`config.mk`:
```
export PLATFORM = sky130hd
export DESIGN_NAME = jtdd_gfxrom_arb
export DESIGN_NICKNAME = d
export VERILOG_FILES = /design/src/rtl/jtdd_gfxarb_pkg.sv /design/src/rtl/jtdd_gfxarb_slot.sv /design/src/rtl/jtdd_gfxrom_arb.sv
export SDC_FILE = /design/constraint.sdc
export NUM_CORES = 1
export LEC_CHECK = 0
export ABC_AREA = 1
export CAP_MARGIN = 20
export CORE_UTILIZATION = 40
export DETAILED_ROUTE_END_ITERATION = 7
export PLACE_DENSITY = 0.64
export SKIP_CTS_REPAIR_TIMING = 1
export SLEW_MARGIN = 20
export SYNTH_ARGS = -nofsm -noshare
export SYNTH_HDL_FRONTEND = slang
export SYNTH_SLANG_ARGS = --single-unit
export TNS_END_PERCENT = 50
```
`constraint.sdc`:
```
create_clock -name clk -period 3.4 [get_ports clk]
set_clock_uncertainty 0.15 [all_clocks]
set_input_delay 0.68 -clock clk [delete_from_list [all_inputs] [get_ports clk]]
set_output_delay 0.68 -clock clk [all_outputs]
set_load 0.01 [all_outputs]
```
`src/rtl/jtdd_gfxarb_pkg.sv`:
```
// Shared types and defaults for the graphics ROM arbiter.
// Optional round-robin grant: JTDD_GFXARB_RR_EN.
package jtdd_gfxarb_pkg;

    localparam int SDRAM_AW = 22;

    localparam logic [SDRAM_AW-1:0] DEF_CHAR_OFFSET = 22'h00000;
    localparam logic [SDRAM_AW-1:0] DEF_SCR_OFFSET  = 22'h08000;
    localparam logic [SDRAM_AW-1:0] DEF_OBJ_OFFSET  = 22'h28000;

    typedef enum logic [1:0] {
        CH_CHAR = 2'd0,
        CH_SCR  = 2'd1,
        CH_OBJ  = 2'd2
    } channel_t;

    typedef enum logic [1:0] {
        IDLE      = 2'd0,
        WAIT_ACK  = 2'd1,
        WAIT_DATA = 2'd2
    } state_t;

    function automatic channel_t pick_fixed(input logic [2:0] miss);
        if (miss[0]) return CH_CHAR;
        if (miss[1]) return CH_SCR;
        return CH_OBJ;
    endfunction

    function automatic channel_t next_ch(input channel_t ch);
        case (ch)
            CH_CHAR: return CH_SCR;
            CH_SCR:  return CH_OBJ;
            default: return CH_CHAR;
        endcase
    endfunction

    // Search starts at the slot after the last grant.
    function automatic channel_t pick_rr(input logic [2:0] miss, input channel_t last);
        channel_t ch;
        channel_t sel;
        logic     found;
        ch    = last;
        sel   = CH_CHAR;
        found = 1'b0;
        for (int i = 0; i < 3; i++) begin
            ch = next_ch(ch);
            if (!found && miss[ch]) begin
                sel   = ch;
                found = 1'b1;
            end
        end
        return sel;
    endfunction

endpackage

```
`src/rtl/jtdd_gfxarb_slot.sv`:
```
// One-word client cache: tag, valid bit and data word with a live hit compare.
module jtdd_gfxarb_slot #(
    parameter int AW = 16
) (
    input  logic          clk,
    input  logic          rst_n,
    input  logic [AW-1:0] addr,
    input  logic          load,
    input  logic [AW-1:0] load_tag,
    input  logic [15:0]   load_data,
    output logic          hit,
    output logic [15:0]   data
);

    logic [AW-1:0] tag;
    logic          valid;

    always_ff @(posedge clk or negedge rst_n) begin
        if (!rst_n) begin
            tag   <= '0;
            valid <= 1'b0;
            data  <= 16'h0000;
        end else if (load) begin
            tag   <= load_tag;
            valid <= 1'b1;
            data  <= load_data;
        end
    end

    assign hit = valid && (tag == addr);

endmodule

```
`src/rtl/jtdd_gfxrom_arb.sv`:
```
// Shares one SDRAM read port between the char, scroll and object ROM fetchers.
// Define JTDD_GFXARB_RR_EN for round-robin grant instead of char > scr > obj.
module jtdd_gfxrom_arb
    import jtdd_gfxarb_pkg::*;
#(
    parameter logic [21:0] CHAR_OFFSET = DEF_CHAR_OFFSET,
    parameter logic [21:0] SCR_OFFSET  = DEF_SCR_OFFSET,
    parameter logic [21:0] OBJ_OFFSET  = DEF_OBJ_OFFSET
) (
    input  logic        clk,
    input  logic        rst_n,
    input  logic [15:0] char_addr,
    output logic [7:0]  char_data,
    output logic        char_ok,
    input  logic [16:0] scr_addr,
    output logic [15:0] scr_data,
    output logic        scr_ok,
    input  logic [18:0] obj_addr,
    output logic [15:0] obj_data,
    output logic        obj_ok,
    output logic [21:0] sdram_addr,
    output logic        sdram_req,
    input  logic        sdram_ack,
    input  logic        sdram_rdy,
    input  logic [15:0] sdram_din
);

    state_t      state, state_nx;
    channel_t    grant, grant_nx, pick;
    logic [18:0] tag, tag_nx, pick_wa;
    logic [21:0] pick_off, addr_nx;
    logic        req_nx, load;
    logic        char_hit, scr_hit, obj_hit;
    logic [15:0] char_word;
    logic [2:0]  miss;

    assign miss = {~obj_hit, ~scr_hit, ~char_hit};

`ifdef JTDD_GFXARB_RR_EN
    channel_t last, last_nx;
    assign pick = pick_rr(miss, last);
`else
    assign pick = pick_fixed(miss);
`endif

    always_comb begin
        pick_wa  = obj_addr;
        pick_off = OBJ_OFFSET;
        case (pick)
            CH_CHAR: begin
                pick_wa  = {4'b0000, char_addr[15:1]};
                pick_off = CHAR_OFFSET;
            end
            CH_SCR: begin
                pick_wa  = {2'b00, scr_addr};
                pick_off = SCR_OFFSET;
            end
            default: ;
        endcase
    end

    always_comb begin
        state_nx = state;
        grant_nx = grant;
        tag_nx   = tag;
        addr_nx  = sdram_addr;
        req_nx   = sdram_req;
        load     = 1'b0;
`ifdef JTDD_GFXARB_RR_EN
        last_nx  = last;
`endif
        case (state)
            IDLE: begin
                if (|miss) begin
                    grant_nx = pick;
                    tag_nx   = pick_wa;
                    addr_nx  = pick_off + {3'b000, pick_wa};
                    req_nx   = 1'b1;
                    state_nx = WAIT_ACK;
`ifdef JTDD_GFXARB_RR_EN
                    last_nx  = pick;
`endif
                end
            end
            WAIT_ACK: begin
                if (sdram_ack) begin
                    req_nx = 1'b0;
                    // Data may arrive in the same cycle as the ack.
                    if (sdram_rdy) begin
                        load     = 1'b1;
                        state_nx = IDLE;
                    end else begin
                        state_nx = WAIT_DATA;
                    end
                end
            end
            WAIT_DATA: begin
                if (sdram_rdy) begin
                    load     = 1'b1;
                    state_nx = IDLE;
                end
            end
            default: state_nx = IDLE;
        endcase
    end

    always_ff @(posedge clk or negedge rst_n) begin
        if (!rst_n) begin
            state      <= IDLE;
            grant      <= CH_CHAR;
            tag        <= '0;
            sdram_addr <= '0;
            sdram_req  <= 1'b0;
`ifdef JTDD_GFXARB_RR_EN
            last       <= CH_CHAR;
`endif
        end else begin
            state      <= state_nx;
            grant      <= grant_nx;
            tag        <= tag_nx;
            sdram_addr <= addr_nx;
            sdram_req  <= req_nx;
`ifdef JTDD_GFXARB_RR_EN
            last       <= last_nx;
`endif
        end
    end

    // Fills land under the latched tag, so an address that moved mid-fetch still misses.
    jtdd_gfxarb_slot #(.AW(15)) u_char (
        .clk       (clk),
        .rst_n     (rst_n),
        .addr      (char_addr[15:1]),
        .load      (load && (grant == CH_CHAR)),
        .load_tag  (tag[14:0]),
        .load_data (sdram_din),
        .hit       (char_hit),
        .data      (char_word)
    );

    jtdd_gfxarb_slot #(.AW(17)) u_scr (
        .clk       (clk),
        .rst_n     (rst_n),
        .addr      (scr_addr),
        .load      (load && (grant == CH_SCR)),
        .load_tag  (tag[16:0]),
        .load_data (sdram_din),
        .hit       (scr_hit),
        .data      (scr_data)
    );

    jtdd_gfxarb_slot #(.AW(19)) u_obj (
        .clk       (clk),
        .rst_n     (rst_n),
        .addr      (obj_addr),
        .load      (load && (grant == CH_OBJ)),
        .load_tag  (tag),
        .load_data (sdram_din),
        .hit       (obj_hit),
        .data      (obj_data)
    );

    assign char_data = char_addr[0] ? char_word[15:8] : char_word[7:0];
    assign char_ok   = char_hit;
    assign scr_ok    = scr_hit;
    assign obj_ok    = obj_hit;

endmodule

```
==> impl_metrics.yaml, run 1 <==
pwr:
  p_total_mw: 5.74
  ir_drop_mv: 0.383
  powerDensity_mw_per_mm2: 637
  p_leak_nw: 4.37
sta:
  setup_ws_ns: 0.275
  rsz0062_at_grt: "no"
  slew_viol_final: 0
  clock.fmax_mhz: 320
  hold_viol: 0
  min_period_ns: 3.13
  final-setup-viol-count: 0
  fin_crit_sh: 0.919
  slew_headroom: 0.489
  worst_pin_slew_ns: 0.766
logic_synthesis:
  yosys_warnings: 0
  synth_top_family_by_area: "simple AND/OR/NAND/NOR gates"
  muxShareOfSynthArea: 0.0135
  synth_seq_cells: 131
  synth-edff-count: 0
  synthSimpleGateAreaFrac: 0.234
  synth_fa_ha_area_frac: 0.00934
  synth_xor_xnor_area_share: 0.0183
  ys_seq_area_frac: 0.490
  synth_area_per_cell_um2: 7.76
  yosysUniqueCellTypes: 37
  synth-compound-area-share: 0.127
  synth_top_flop_cell: "dfrtp_1"
  async_flop_share: 1.00
  syn-instance-count: 863
  synth_area_mm2: 0.00670
placement:
  dp_hpwl_um: 14400
  port_buffers: 135
  gp_routability_congestion: 0.920
  place_ws_ns: -0.208
global_route:
  busiest_layer: "met2"
  grt-ovfl-total: 0
  antenna_found_initial: 0
  grt_pass1_vias: 5857
  met3_usage: 0.0818
  grt_max_degree: 83
  use_met2: 0.370
  grt_util_all_layers: 0.236
  grt_pass1_wl_um: 31100
  gr-usage-met1: 0.301
finish:
  antenna_cells: 0
  drive_above_1_share: 0.102
  areaGrowthSynthToFinish_pct: 34.4
  nNetsFinal: 1085
detailed_routing:
  wl_per_cell_um: 15.7
  drc: 0
  num_vias: 6007
  vias_per_cell: 4.86
  antenna_left: 0
  wl_um: 19400
  drtPass1Iterations: 6
  drtIter0Drc: 469
floorplan:
  num_rows: 46
  fp.dieH_um: 131
  dieWidth_um: 131
  ios: 138
  initial_core_util: 0.416
  die_area_mm2: 0.0173
  coreArea_mm2: 0.0161
setup_path:
  crit_path_end_kind: "output port"
  crit_type: "primary input to output port"
  worstPathArrival_ns: 2.30
  cp-start-kind: "primary input"
  required_ns: 2.57
  crit_fanout: 2
run_status:
  status: "completed"
clock_tree:
  cts_buffers: 17
  cts-root-buf: "clkbuf_16"
  clk_pin_slew_worst_paths_ns: 0.06
  clock_latency_ns: 0.42
  clk_path_buf_depth: 2
  cts_sinks: 131
  cts_tree: "done"
  htreeDepth: 4
min_path:
  min_path_type: "primary input to asynchronous set/reset pin"
flow_run:
  drv_cap: 0
==> cell usage in the layout, fill, tap and decap left out, types with 2 or more instances in the layout <==
master / instances
xor2_1: 4
nand3_2: 2
nand3_1: 18
conb_1: 2
inv_2: 3
o21ai_2: 6
o22ai_1: 8
o21ai_1: 17
inv_1: 121
clkinv_4: 3
nand4_1: 21
nor2_4: 2
nor3_1: 6
nand2_2: 3
inv_6: 3
o211ai_1: 2
mux2_2: 8
xnor2_1: 8
o221ai_1: 4
dfrtp_1: 131
nor2_1: 43
or2_2: 6
clkinvlp_4: 3
a21oi_1: 8
ha_1: 5
buf_4: 33
buf_12: 2
bufinv_16: 2
nor4b_2: 2
o21ai_0: 110
clkdlybuf4s50_1: 130
nand2_1: 268
dlymetal6s2s_1: 4
clkbuf_16: 17
==> worst paths after layout <==
path | from | end | slack, ns | cells past startpoint
max | obj_addr[2] | obj_ok | 0.27 | 8
min | rst_n | u_scr.tag[5] | 0.14 | 1
max reg2reg | u_scr.tag[11] | sdram_addr[18] | 0.78 | 18
min reg2reg | sdram_addr[15] | sdram_addr[15] | 0.32 | 2
max in group asynchronous | rst_n | u_obj.tag[15] | 2.09 | 2
min in group clk | sdram_addr[15] | sdram_addr[15] | 0.32 | 2
==> cells in the mapped netlist, types with 6 or more instances <==
| library cell | number | area, um2 |
|---|---|---|
| nand4_1 | 21 | 131 |
| clkbuf_1 | 21 | 78.8 |
| a21oi_1 | 8 | 40.0 |
| nand3_1 | 19 | 95.1 |
| inv_1 | 121 | 454 |
| o21ai_1 | 17 | 85.1 |
| nand2_1 | 270 | 1010 |
| xnor2_1 | 9 | 78.8 |
| o21ai_0 | 110 | 551 |
| o21ai_2 | 6 | 52.6 |
| nor3_1 | 6 | 30.0 |
| buf_4 | 17 | 128 |
| nor2_1 | 44 | 165 |
| or2_2 | 6 | 37.5 |
| mux2_2 | 8 | 90.1 |
| o22ai_1 | 8 | 50.1 |
| dfrtp_1 | 131 | 3280 |
==> stage by stage <==
step	util	instance area [um2]	hold slack [ns]	cells	setup TNS, ns
2_1_floorplan	-	6700	0.234	864	0
3_3_place_gp	0.519	8370	0.312	1205	-0.226
3_5_place_dp	0.519	8370	0.314	1205	-0.299
4_1_cts	0.556	8960	0.183	1237	-0.288
5_1_grt	0.559	9000	0.199	1237	0
6_report	0.559	9000	0.143	1237	0
==> logic make-up (layout without fill, tap and decap cells) <==
logic type	Yosys count	in the layout
flops	131	131
compound gates	157	157
xor+xnor	14	14
other cells	1	2
simple gates	377	377
fa+ha+maj	5	5
mux	8	8
buf+inv	170	327
==> metal layers <==
metal | vias to the layer above | wire length (um)
li1 | 3006 | -
met3 | 28 | 1740
met2 | 208 | 8900
met4 | 0 | 465
met1 | 2765 | 8300
met5 | - | 0
==> worst max-delay path, stage by stage <==
cell,delay (ns)
clkdlybuf4s50_1,0.50
xnor2_1,0.13
buf_4,0.14
nor4b_2,0.18
nand3_1,0.12
nor4b_2,0.25
buf_4,0.16
dlymetal6s2s_1,0.15
==> final cells by class <==
cell class	instances	area [um2]
fill	1537	7110
sequential	131	3280
multi-input combinational	563	2740
timing repair buffer	170	1650
inverter	125	469
clock buffer	19	443
tap	216	270
clock inverter	13	151
==> power breakdown <==
| part | switching, mW | internal, mW | leakage, nW |
|---|---|---|---|
| logic | 0.978 | 0.798 | 2.37 |
| registers | 0.222 | 1.89 | 1.71 |
| clock network | 0.737 | 1.11 | 0.282 |
==> registers in the layout, indices dropped and copies added (netlist names), 5 cells and up <==
register and count:
u_scr.data 16, u_obj.tag 19, u_char.data 16, u_obj.data 16, sdram_addr 5, tag 19
u_char.tag 15, u_scr.tag 17
(Power assumes the default switching activity.)
==> run 2: changes to the inputs <==
PLACE_DENSITY = 0.74   (was 0.64)
==> run 2 against run 1 <==
Net effect: first-iteration DRC count fell by 5.3%; clock-buffer cell count did not move; core utilization barely moved; via count rose by 2.1%; critical path depth fell by 1; fmax fell by 4.2%; final area barely moved; final cell count fell by 0.81%; sequential power barely moved; sequential share of layout area barely moved.
==> impl_metrics.yaml, run 2 (synthesis gave the netlist of run 1 again) <==
clock_tree:
  clk_path_buf_depth: 2
  htreeDepth: 4
  cts_buffers: 17
  clock_latency_ns: 0.41
  cts-root-buf: "clkbuf_16"
  clk_pin_slew_worst_paths_ns: 0.06
  cts_tree: "done"
  cts_sinks: 131
setup_path:
  crit_fanout: 2
  required_ns: 2.57
  rrSetupSlack_ns: 0.75
  worstPathArrival_ns: 2.43
  crit_path_end_kind: "output port"
  crit_type: "primary input to output port"
  r2r_cells: 17
  reg2reg_to: "sdram_addr[18]"
  cp-start-kind: "primary input"
  r2r_start: "u_scr.tag[4]"
finish:
  drive_above_1_share: 0.0930
  most-common-layout-cells: "nand2_1 (268), clkdlybuf4s50_1 (132), dfrtp_1 (131)"
  antenna_cells: 0
  fill_cells: 1473
  fin_util: 0.559
  final_cell_count_no_fill: 1227
  regArea_mm2: 0.00328
  areaGrowthSynthToFinish_pct: 34.5
  top_regs: "tag x19, u_obj.tag x19, u_scr.tag x17"
  final_common_cell: "nand2_1"
  multi_input_area_mm2: 0.00273
  finalInstanceArea_mm2: 0.00900
  nNetsFinal: 1076
floorplan:
  coreArea_mm2: 0.0161
  die_area_mm2: 0.0173
  fp.dieH_um: 131
  ios: 138
  dieWidth_um: 131
  initial_core_util: 0.416
  num_rows: 46
detailed_routing:
  drtIter0Drc: 444
  wl_per_cell_um: 16.0
  wl_um: 19600
  num_vias: 6134
  vias_per_cell: 5.00
  antenna_left: 0
  drc: 0
  drtPass1Iterations: 5
placement:
  place_inst: 1196
  placed_cell_area_mm2: 0.00830
  gp_routability_congestion: 0.928
  dp_hpwl_um: 14300
  port_buffers: 135
  place_ws_ns: -0.185
global_route:
  grt_pass1_wl_um: 31000
  antenna_found_initial: 1
  grt-ovfl-total: 0
  grt_util_all_layers: 0.232
  grt_pass1_vias: 5912
  grt_max_degree: 54
sta:
  slew_headroom: 0.609
  clock.fmax_mhz: 307
  setup_ws_ns: 0.139
  worst_pin_slew_ns: 0.586
  rsz0062_at_grt: "no"
  hold_viol: 0
  min_period_ns: 3.26
  fin_crit_sh: 0.959
  slew_viol_final: 0
  final-setup-viol-count: 0
pwr:
  p_leak_nw: 4.34
  powerDensity_mw_per_mm2: 660
  p_total_mw: 5.94
  ir_drop_mv: 0.456
min_path:
  min_path_type: "primary input to asynchronous set/reset pin"
run_status:
  status: "completed"
flow_run:
  drv_cap: 0
run 2: cell types whose count changed in the layout (fill, tap and decap cells not counted), sizes merged:
cell | previous run | this run
inv | 128 | 126
dlymetal6s2s | 4 | 2
bufinv | 2 | 6
clkdlybuf4s50 | 130 | 132
buf | 36 | 27
clkinvlp | 3 | 2
clkinv | 5 | 3
run 2: stage by stage:
stage / setup TNS (ns) / hold WS [ns]
floorplan: 0 / 0.234
global placement: -0.200 / 0.313
detailed placement: -0.260 / 0.321
CTS: -0.229 / 0.0652
global route: 0 / 0.0801
finish: 0 / 0.0474
run 2: worst max path at each step:
| stage | cells past startpoint | slack [ns] | end | start |
|---|---|---|---|---|
| 6_report | 7 | 0.14 | char_ok | char_addr[7] |
| 5_1_grt | 8 | 0.05 | char_ok | char_addr[14] |
| 4_1_cts | 7 | -0.21 | obj_ok | obj_addr[8] |
| 3_5_place_dp | 7 | -0.18 | obj_ok | obj_addr[8] |
| 3_3_place_gp | 7 | -0.19 | obj_ok | obj_addr[8] |
| 2_1_floorplan | 15 | 0.88 | sdram_addr[18] | scr_addr[4] |
run 2: final cells by class:
cell class | instances | area share
Clock buffer | 19 | 0.0503
Clock inverter | 12 | 0.0252
Inverter | 125 | 0.0521
Multi-Input combinational cell | 563 | 0.303
Sequential cell | 131 | 0.364
Tap cell | 216 | 0.0300
Timing Repair Buffer | 161 | 0.175
run 2: per-layer routing:
| metal | vias up | global-route usage | part of all wire |
|---|---|---|---|
| met3 | 39 | 0.0748 | 0.087 |
| li1 | 2985 | - | - |
| met4 | 0 | 0.0937 | 0.029 |
| met2 | 267 | 0.376 | 0.46 |
| met1 | 2843 | 0.285 | 0.42 |
| met5 | - | 0 | 0 |
run 2: critical path, stage by stage:
cell             delay [ns]
clkdlybuf4s50_1        0.47
xnor2_1                0.31
nand3_1                0.11
nor2_1                 0.10
nand2_1                0.09
nor2_1                 0.13
clkdlybuf4s50_1        0.55
run 2: where the power goes:
| part | internal, mW | total (mW) | switching, mW |
|---|---|---|---|
| clock network | 1.41 | 2.11 | 0.699 |
| registers | 1.89 | 2.12 | 0.234 |
| logic | 0.752 | 1.71 | 0.955 |
| total | 4.06 | 5.94 | 1.89 |
==> run 3: changes to the inputs <==
ABC_CLOCK_PERIOD_IN_PS = 3400   (was default)
CORE_MARGIN = 2   (was default)
==> run 3 against run 2 <==
Net effect: sequential power about the same; critical path depth did not move; highest routed layer unchanged; clock power is 16% lower; critical endpoint unchanged; critical path type unchanged.
==> impl_metrics.yaml, run 3 (synthesis gave the netlist of run 1 again) <==
run_status:
  status: "completed"
placement:
  dp_hpwl_um: 14400
  port_buffers: 135
  place_ws_ns: -0.172
  place_inst: 1204
  gp_routability_congestion: 0.966
pwr:
  switching_share: 0.344
  powerDensity_mw_per_mm2: 628
  p_comb_frac: 0.307
  internal_power_mw: 3.68
  ir_drop_mv: 0.375
  p_leak_nw: 4.31
  pwr-share-clk: 0.316
  pwr-share-seq: 0.377
  p_switching_mw: 1.93
sta:
  whs_ns: 0.0704
  fin_crit_sh: 0.963
  hold_viol: 0
  min_period_ns: 3.28
  final-setup-viol-count: 0
  slew_headroom: 0.557
  setup_ws_ns: 0.124
  clock.fmax_mhz: 305
  rsz0062_at_grt: "no"
  slew_viol_final: 0
  worst_pin_slew_ns: 0.664
clock_tree:
  clk_path_buf_depth: 2
  cts-root-buf: "clkbuf_16"
  htreeDepth: 4
  cts_buffers: 17
  clock_latency_ns: 0.42
  cts_tree: "done"
  clk_pin_slew_worst_paths_ns: 0.06
  cts_sinks: 131
floorplan:
  dieWidth_um: 133
  fp.dieH_um: 133
  ios: 138
  die_area_mm2: 0.0178
  initial_core_util: 0.407
  num_rows: 47
  coreArea_mm2: 0.0165
finish:
  final_cell_count_no_fill: 1236
  antenna_cells: 0
  most-common-layout-cells: "nand2_1 (268), dfrtp_1 (131), clkdlybuf4s50_1 (131)"
  drive_above_1_share: 0.0955
  nNetsFinal: 1080
  top_regs: "tag x19, u_obj.tag x19, u_scr.tag x17"
  areaGrowthSynthToFinish_pct: 33.4
  final_common_cell: "nand2_1"
setup_path:
  required_ns: 2.57
  crit_fanout: 2
  worstPathArrival_ns: 2.45
  cp-start-kind: "primary input"
  cp_slowest_cell: "clkdlybuf4s50_1"
  r2r_start: "u_scr.tag[11]"
  critical-path-max-stage-delay_ns: 0.55
  crit_path_end_kind: "output port"
  crit_start: "char_addr[7]"
  crit_chain: "clkdlybuf4s50_1 -> xnor2_1 -> nand3_1 -> nor2_1 -> nand2_1 -> nor2_1 -> clkdlybuf4s50_1"
  r2r_cells: 18
  crit_type: "primary input to output port"
global_route:
  grt_util_all_layers: 0.228
  grt_pass1_vias: 6093
  grt-ovfl-total: 0
  antenna_found_initial: 0
  grt_pass1_wl_um: 31300
  grt_max_degree: 72
detailed_routing:
  wl_per_cell_um: 15.8
  drtPass1Iterations: 5
  wl_um: 19600
  vias_per_cell: 4.91
  drc: 0
  drtIter0Drc: 411
  antenna_left: 0
  num_vias: 6070
min_path:
  min_path_type: "primary input to asynchronous set/reset pin"
flow_run:
  drv_cap: 0
==> run 3: changes by cell type in the layout (fill, tap and decap cells not counted), sizes merged, moves of 2 or more <==
cell,before,now
clkinv,3,5
inv,126,128
clkinvlp,2,4
buf,27,31
bufinv,6,1
==> run 3: worst paths after layout <==
| kind | end | slack [ns] |
|---|---|---|
| worst max-delay path | char_ok | 0.12 |
| worst min-delay path | tag[8] | 0.07 |
| worst max register to register | sdram_addr[18] | 0.74 |
| worst min register to register | sdram_addr[15] | 0.33 |
| max in group asynchronous | u_char.data[13] | 2.37 |
| min in group clk | sdram_addr[15] | 0.33 |
==> run 3: layout make-up <==
cell class / instances / area (um2)
clock buffer: 19 / 443
tap: 220 / 275
multi-input combinational: 563 / 2730
sequential: 131 / 3280
clock inverter: 13 / 126
fill: 1531 / 7530
inverter: 125 / 469
timing repair buffer: 165 / 1610
==> run 3: worst max-delay path: cells and delay by family <==
family / cells / cell delay, ns
buffers and inverters: 2 / 1.01
and+or+nand+nor: 4 / 0.41
xor gates and xnor gates: 1 / 0.33
==> run 3: per-stage QoR <==
| stage | utilization | area (um2) | setup TNS (ns) | power, mW |
|---|---|---|---|---|
| floorplan | - | 6700 | 0 | 3.19 |
| global placement | 0.506 | 8330 | -0.187 | 3.82 |
| detailed placement | 0.506 | 8330 | -0.173 | 3.86 |
| CTS | 0.541 | 8900 | -0.199 | 5.65 |
| global route | 0.542 | 8930 | 0 | 5.96 |
| finish | 0.542 | 8930 | 0 | 5.61 |
==> run 3: routing by layer <==
| layer | wire [um] | vias to the layer above | GRT usage |
|---|---|---|---|
| li1 | - | 3002 | - |
| met1 | 8260 | 2814 | 0.284 |
| met2 | 9270 | 222 | 0.378 |
| met3 | 1640 | 32 | 0.0704 |
| met4 | 424 | 0 | 0.0751 |
| met5 | 0 | - | 0 |
==> run 3: power by group through the flow <==
stage,Clock (mW),Sequential (mW),Combinational [mW]
3_3_place_gp,0,2.13,1.69
5_1_grt,1.86,2.16,1.94
4_1_cts,1.80,2.12,1.73
6_report,1.77,2.11,1.72
3_5_place_dp,0,2.14,1.73
2_1_floorplan,0,2.08,1.11
